## config.mk

```make
export PLATFORM = sky130hd
export DESIGN_NAME = pcp_pair_combiner
export DESIGN_NICKNAME = d
export VERILOG_FILES = /design/src/rtl/pcp_pair_combiner.sv
export SDC_FILE = /design/constraint.sdc
export NUM_CORES = 1
export LEC_CHECK = 0
export BUFFER_PORTS_ARGS = -buffer_cell sky130_fd_sc_hd__buf_2
export CAP_MARGIN = 20
export CORE_AREA = 2 2 217 219
export CTS_CLUSTER_DIAMETER = 150
export DETAILED_ROUTE_END_ITERATION = 8
export DIE_AREA = 0 0 219 221
export HOLD_SLACK_MARGIN = 0.03
export PLACE_DENSITY_LB_ADDON = 0.2
export SLEW_MARGIN = 10
export SYNTH_ARGS = -nofsm -noshare
export SYNTH_HDL_FRONTEND = slang
export SYNTH_SLANG_ARGS = --single-unit
```

## constraint.sdc

```tcl
create_clock -name aclk -period 2 [get_ports aclk]
set_clock_uncertainty 0.15 [all_clocks]
set_input_delay 0.3 -clock aclk [delete_from_list [all_inputs] [get_ports aclk]]
set_output_delay 0.3 -clock aclk [all_outputs]
set_load 0.03 [all_outputs]
```

## src/rtl/pcp_pair_combiner.sv

```systemverilog
// pcp_pair_combiner
//   Pairs incoming AXI4-Stream beats as (index, value) and emits one combined
//   record {value, index} per pair into a 1-deep output register. A vector of
//   VEC_LEN records is closed by s_tlast on the final value beat, and that
//   record carries m_tlast. The index sequence and framing are checked, with
//   sticky error flags and a wrapping completed-vector counter.
//
// Ports
//   aclk, aresetn        clock, asynchronous active-low reset
//   s_tdata/tvalid/      input stream; only the low IDX_W (index beat) or
//   tready/tlast         VAL_W (value beat) bits are used
//   m_tdata/tvalid/      output record stream, {value, index} with the index
//   tready/tlast         in the low bits
//   clr_status           synchronous clear of err_* and vec_count
//   err_seq              sticky: index beat differed from the expected index
//   err_frame            sticky: s_tlast seen on an index beat
//   err_len              sticky: vector length differed from VEC_LEN
//   vec_count            completed vectors (closed by s_tlast), wrapping
module pcp_pair_combiner #(
  parameter int DATA_WIDTH = 512,
  parameter int IDX_W      = 8,
  parameter int VAL_W      = 8,
  parameter int VEC_LEN    = 12,
  parameter int CNT_W      = 16
) (
  input  logic                   aclk,
  input  logic                   aresetn,
  input  logic [DATA_WIDTH-1:0]  s_tdata,
  input  logic                   s_tvalid,
  output logic                   s_tready,
  input  logic                   s_tlast,
  output logic [IDX_W+VAL_W-1:0] m_tdata,
  output logic                   m_tvalid,
  input  logic                   m_tready,
  output logic                   m_tlast,
  input  logic                   clr_status,
  output logic                   err_seq,
  output logic                   err_frame,
  output logic                   err_len,
  output logic [CNT_W-1:0]       vec_count
);

  localparam logic [IDX_W-1:0] IDX_ONE   = IDX_W'(1);
  localparam logic [IDX_W-1:0] VEC_LEN_C = IDX_W'(VEC_LEN);

  typedef enum logic {ST_IDX, ST_VAL} state_t;

  state_t           state;
  state_t           state_nxt;
  logic             run_q;     // low through reset, so s_tready stays low until the first edge after release
  logic [IDX_W-1:0] idx_q;
  logic [IDX_W-1:0] exp_idx;
  logic [IDX_W-1:0] pair_cnt;
  logic [IDX_W-1:0] pair_inc;
  logic             idx_acc;
  logic             val_acc;
  logic             seq_evt;
  logic             frame_evt;
  logic             len_evt;
  logic             vec_end;
  logic             pair_wrap;
  logic             unused_tdata;

  // Upper data bits carry no meaning for this block.
  assign unused_tdata = ^s_tdata;

  always_ff @(posedge aclk or negedge aresetn) begin
    if (!aresetn) state <= ST_IDX;
    else          state <= state_nxt;
  end

  always_comb begin
    state_nxt = state;
    s_tready  = 1'b0;
    case (state)
      ST_IDX: begin
        s_tready = run_q;
        if (s_tvalid && run_q) state_nxt = ST_VAL;
      end
      ST_VAL: begin
        // Loading is allowed when the output register is empty or draining
        // this cycle, giving one record every two beats without bubbles.
        s_tready = run_q && (!m_tvalid || m_tready);
        if (s_tvalid && run_q && (!m_tvalid || m_tready)) state_nxt = ST_IDX;
      end
      default: state_nxt = ST_IDX;
    endcase
  end

  assign idx_acc   = (state == ST_IDX) && s_tvalid && s_tready;
  assign val_acc   = (state == ST_VAL) && s_tvalid && s_tready;
  assign pair_inc  = pair_cnt + IDX_ONE;
  assign seq_evt   = idx_acc && (s_tdata[IDX_W-1:0] != exp_idx);
  assign frame_evt = idx_acc && s_tlast;
  assign vec_end   = val_acc && s_tlast;
  assign pair_wrap = val_acc && (s_tlast || (pair_inc == VEC_LEN_C));
  // Early tlast, late tlast and missing tlast all count as a length error.
  assign len_evt   = vec_end ? (pair_inc != VEC_LEN_C)
                             : (val_acc && (pair_inc == VEC_LEN_C));

  always_ff @(posedge aclk or negedge aresetn) begin
    if (!aresetn) begin
      run_q     <= 1'b0;
      idx_q     <= '0;
      exp_idx   <= IDX_ONE;
      pair_cnt  <= '0;
      m_tdata   <= '0;
      m_tvalid  <= 1'b0;
      m_tlast   <= 1'b0;
      err_seq   <= 1'b0;
      err_frame <= 1'b0;
      err_len   <= 1'b0;
      vec_count <= '0;
    end else begin
      run_q <= 1'b1;

      // Stage boundary: index beat captured, waiting for its value beat.
      if (idx_acc) idx_q <= s_tdata[IDX_W-1:0];

      // Stage boundary: combined record into the output register. A load in
      // the same cycle as a transfer keeps m_tvalid high.
      if (val_acc) begin
        m_tdata  <= {s_tdata[VAL_W-1:0], idx_q};
        m_tvalid <= 1'b1;
        m_tlast  <= s_tlast;
      end else if (m_tready) begin
        m_tvalid <= 1'b0;
      end

      if (pair_wrap) begin
        pair_cnt <= '0;
        exp_idx  <= IDX_ONE;
      end else if (val_acc) begin
        pair_cnt <= pair_inc;
        exp_idx  <= exp_idx + IDX_ONE;
      end

      // An error event in the clearing cycle keeps its flag set.
      err_seq   <= (err_seq   && !clr_status) || seq_evt;
      err_frame <= (err_frame && !clr_status) || frame_evt;
      err_len   <= (err_len   && !clr_status) || len_evt;

      // A vector closing in the clearing cycle is still counted.
      if (clr_status)   vec_count <= vec_end ? CNT_W'(1) : '0;
      else if (vec_end) vec_count <= vec_count + CNT_W'(1);
    end
  end

endmodule
```

==> flow_metrics.py <==
metrics = {
    "outcome": {
        "run_status": "completed",
    },
    "pwr": {
        "netSwitchingFraction_pct": 34.3,
        "comb_power_share_pct": 23.8,
        "internal_power_uw": 2950,
        "pwr-share-clk_pct": 37.0,
        "power_leakage_uw": 0.00180,
        "design_power_total_uw": 4490,
        "vdd_ir_drop_max_uv": 434,
        "power.sequential.fraction_pct": 39.2,
        "psw_uw": 1540,
        "power_density_nw_per_um2": 1000,
    },
    "grt": {
        "grt_antenna_before_repair": 3,
        "grt_max_degree": 64,
        "gr-total-overflow": 0,
        "groute.usage.overall_pct": 4.33,
        "grt_pass1_wl_mm": 16.0,
        "grt_pass1_vias": 2578,
    },
    "yosys": {
        "flip_flop_cell_with_the_highest_count_after_synthesis": "dfrtp_1",
        "syn_inst": 304,
        "yosys.cell_types.count": 38,
        "synth_enable_flop_cells": 0,
        "asyncSetResetFlopFracSynth_pct": 100,
        "syn-num-nets": 825,
        "synth.yosys.seq_area_share_pct": 52.9,
        "post_synthesis_area_per_instance_um2": 9.80,
        "synth-seq-cells": 63,
        "yosys_warnings": 0,
        "post_synth_instance_area_um2": 2980,
    },
    "timing": {
        "rsz0062_at_grt": "no",
        "timing.final.crit_period_ns": 1.93,
        "final_number_of_max_transition_violations": 0,
        "maxClockFrequency_mhz": 518,
        "final_critical_path_setup_slack_ns": 0.0682,
        "finalSetupViolCount": 0,
        "finalHoldViolations": 0,
        "timing.setup.tns_ns": 0,
        "timing.final.crit_share_pct": 96.6,
    },
    "drt": {
        "drt_wl_total_mm": 9.99,
        "drt_iter0_markers": 89,
        "dr_wl_met3_um": 599,
        "wl_per_cell_um": 10.2,
        "wl_met2_mm": 4.51,
        "routed-via-count": 2504,
        "routedLengthMet1_mm": 4.80,
        "routed_via_count_divided_by_cell_count": 2.55,
        "post-route-drc-count": 0,
        "antenna_violating_nets_post_route": 0,
        "drt-pass1-iter-count": 4,
        "route.top_layer_used": "met5",
    },
    "cells_and_area": {
        "final_area_um2": 4480,
        "final_core_util_pct": 9.72,
        "post_route_cells_drive_above_1_share_pct": 30.7,
        "syn_to_final_growth_pct": 50.2,
        "finalNetCount": 891,
        "layout_common_cells": "nand2_1, dfrtp_1, buf_2",
        "final_common_cell": "nand2_1",
    },
    "die": {
        "die_w_um": 219,
        "die_y_um": 221,
        "core_region_area_um2": 46100,
        "start_util_pct": 6.47,
        "boundaryPins": 556,
        "die-area_um2": 48400,
        "site_rows": 79,
    },
    "setup_path": {
        "critPathKind": "reg2out",
        "crit_path_max_fanout": 5,
        "timing.critical_path.to_type": "output port",
        "worstSetupStartpointType": "register",
        "critPathRequiredTime_ns": 1.55,
        "worst_ep_arrival_time_ns": 1.48,
    },
    "clock_tree": {
        "cts_buffers": 9,
        "h-tree-depth": 3,
        "clkSinkCount": 63,
        "clock_insertion_delay_worst_skew_ns": 0.34,
        "cts_tree": "built",
        "cts_setup_buffers": 0,
        "clk_pin_slew_worst_paths_ns": 0.07,
        "cts_root_buffer": "clkbuf_16",
        "cts_buffer_depth": 2,
    },
    "placement": {
        "gpl.final_weighted_congestion": 0.675,
        "port_buffers": 51,
        "preCtsSetupSlack_ns": 0.0216,
        "placedInstanceArea_um2": 4130,
        "hpwlAfterDp_mm": 7.03,
    },
    "run": {
        "cap_viol_max_count": 0,
    },
    "min_path": {
        "worstHoldPathType": "in2reg",
    },
}
-- worst paths after layout --
check / from / to / slack (ns) / cells past startpoint
max reg2reg: vec_count[0] / vec_count[14] / 0.10 / 5
max in group asynchronous: aresetn / exp_idx[0] / 0.93 / 3
min reg2reg: idx_q[4] / m_tdata[4] / 0.32 / 2
min: s_tdata[1] / m_tdata[9] / 0.06 / 3
max: m_tvalid / s_tready / 0.07 / 4
min in group asynchronous: aresetn / vec_count[6] / 0.39 / 3
-- worst max-delay path, cell delays in order, from the launching register on --
cell	delay [ns]
dfrtp_2	0.40
nor2b_4	0.14
buf_4	0.16
a21boi_1	0.24
buf_4	0.21
-- power groups by stage --
stage | sequential, uW | combinational, uW | clock, uW
2_1_floorplan | 2040 | 406 | 0
3_3_place_gp | 1780 | 1100 | 0
3_5_place_dp | 1780 | 1100 | 0
4_1_cts | 1770 | 1100 | 1720
5_1_grt | 1810 | 1200 | 1770
6_report | 1760 | 1070 | 1660
-- cell families after synthesis --
kind of cell               count (synthesis)  share of synthesized area [%]
adders and majority gates                  3                           1.26
other                                      1                          0.126
muxes                                     12                           4.53
and+or+nand+nor                          135                           22.3
AOI/OAI and AO/OA                         50                           10.7
xor gates and xnor gates                  15                           4.41
buffers and inverters                     25                           3.69
DFF                                       63                           52.9
-- routing by layer --
metal  vias up  track usage (%)
li1       1206                -
met1      1244             5.75
met2        42             6.56
met3        10             1.80
met4         2            0.785
met5         -                0
-- sequential cells by signal, indices dropped and copies added, names as in the netlist, 8 cells and up --
signal and count:
idx_q 8, vec_count 16, m_tdata 16, exp_idx 8, pair_cnt 8
-- Yosys cell counts, drive strengths merged, types with 2 or more instances --
cell type   n  area [um2]
nand2      69         259
dfrtp      62        1550
xnor2      15         131
a21oi      13        65.1
clkbuf     13        48.8
mux2       12         135
nand3      11        67.6
a31oi      10        62.6
nor2        9        33.8
o31ai       8        60.1
or4         8        60.1
inv         7        26.3
nand4       7        43.8
o21ai       7        35.0
and3        6        37.5
buf         5        35.0
nand2b      5        31.3
nor3        4        20.0
nor4        4        25.0
a22o        3        26.3
ha          3        37.5
o22ai       3        18.8
o41ai       3        26.3
or3         3        18.8
a41oi       2        17.5
and4        2        17.5
nor2b       2        15.0
or2         2        12.5
-- layout make-up --
type | instances | area, um2
fill | 5409 | 41600
sequential | 63 | 1580
multi-input combinational | 216 | 1320
tap | 607 | 759
timing repair buffer | 73 | 475
clock buffer | 10 | 239
clock inverter | 6 | 70.1
inverter | 7 | 26.3
antenna | 1 | 2.50
-- timing repair --
action | 4_1_cts | 5_1_grt
endpoints found under the setup margin | 3 | 10
resized for setup | 3 | 4
hold endpoints to repair | 62 | 0
hold buffers | 1 | 0
-- through the flow --
step | std cells | hold slack (ns)
after floorplan | 304 | -0.146
after global placement | 965 | 0.252
after detailed placement | 965 | 0.244
after CTS | 982 | 0.0561
after global routing | 982 | 0.0694
final | 983 | 0.0598
No activity file was read; power rests on OpenSTA's default activity.
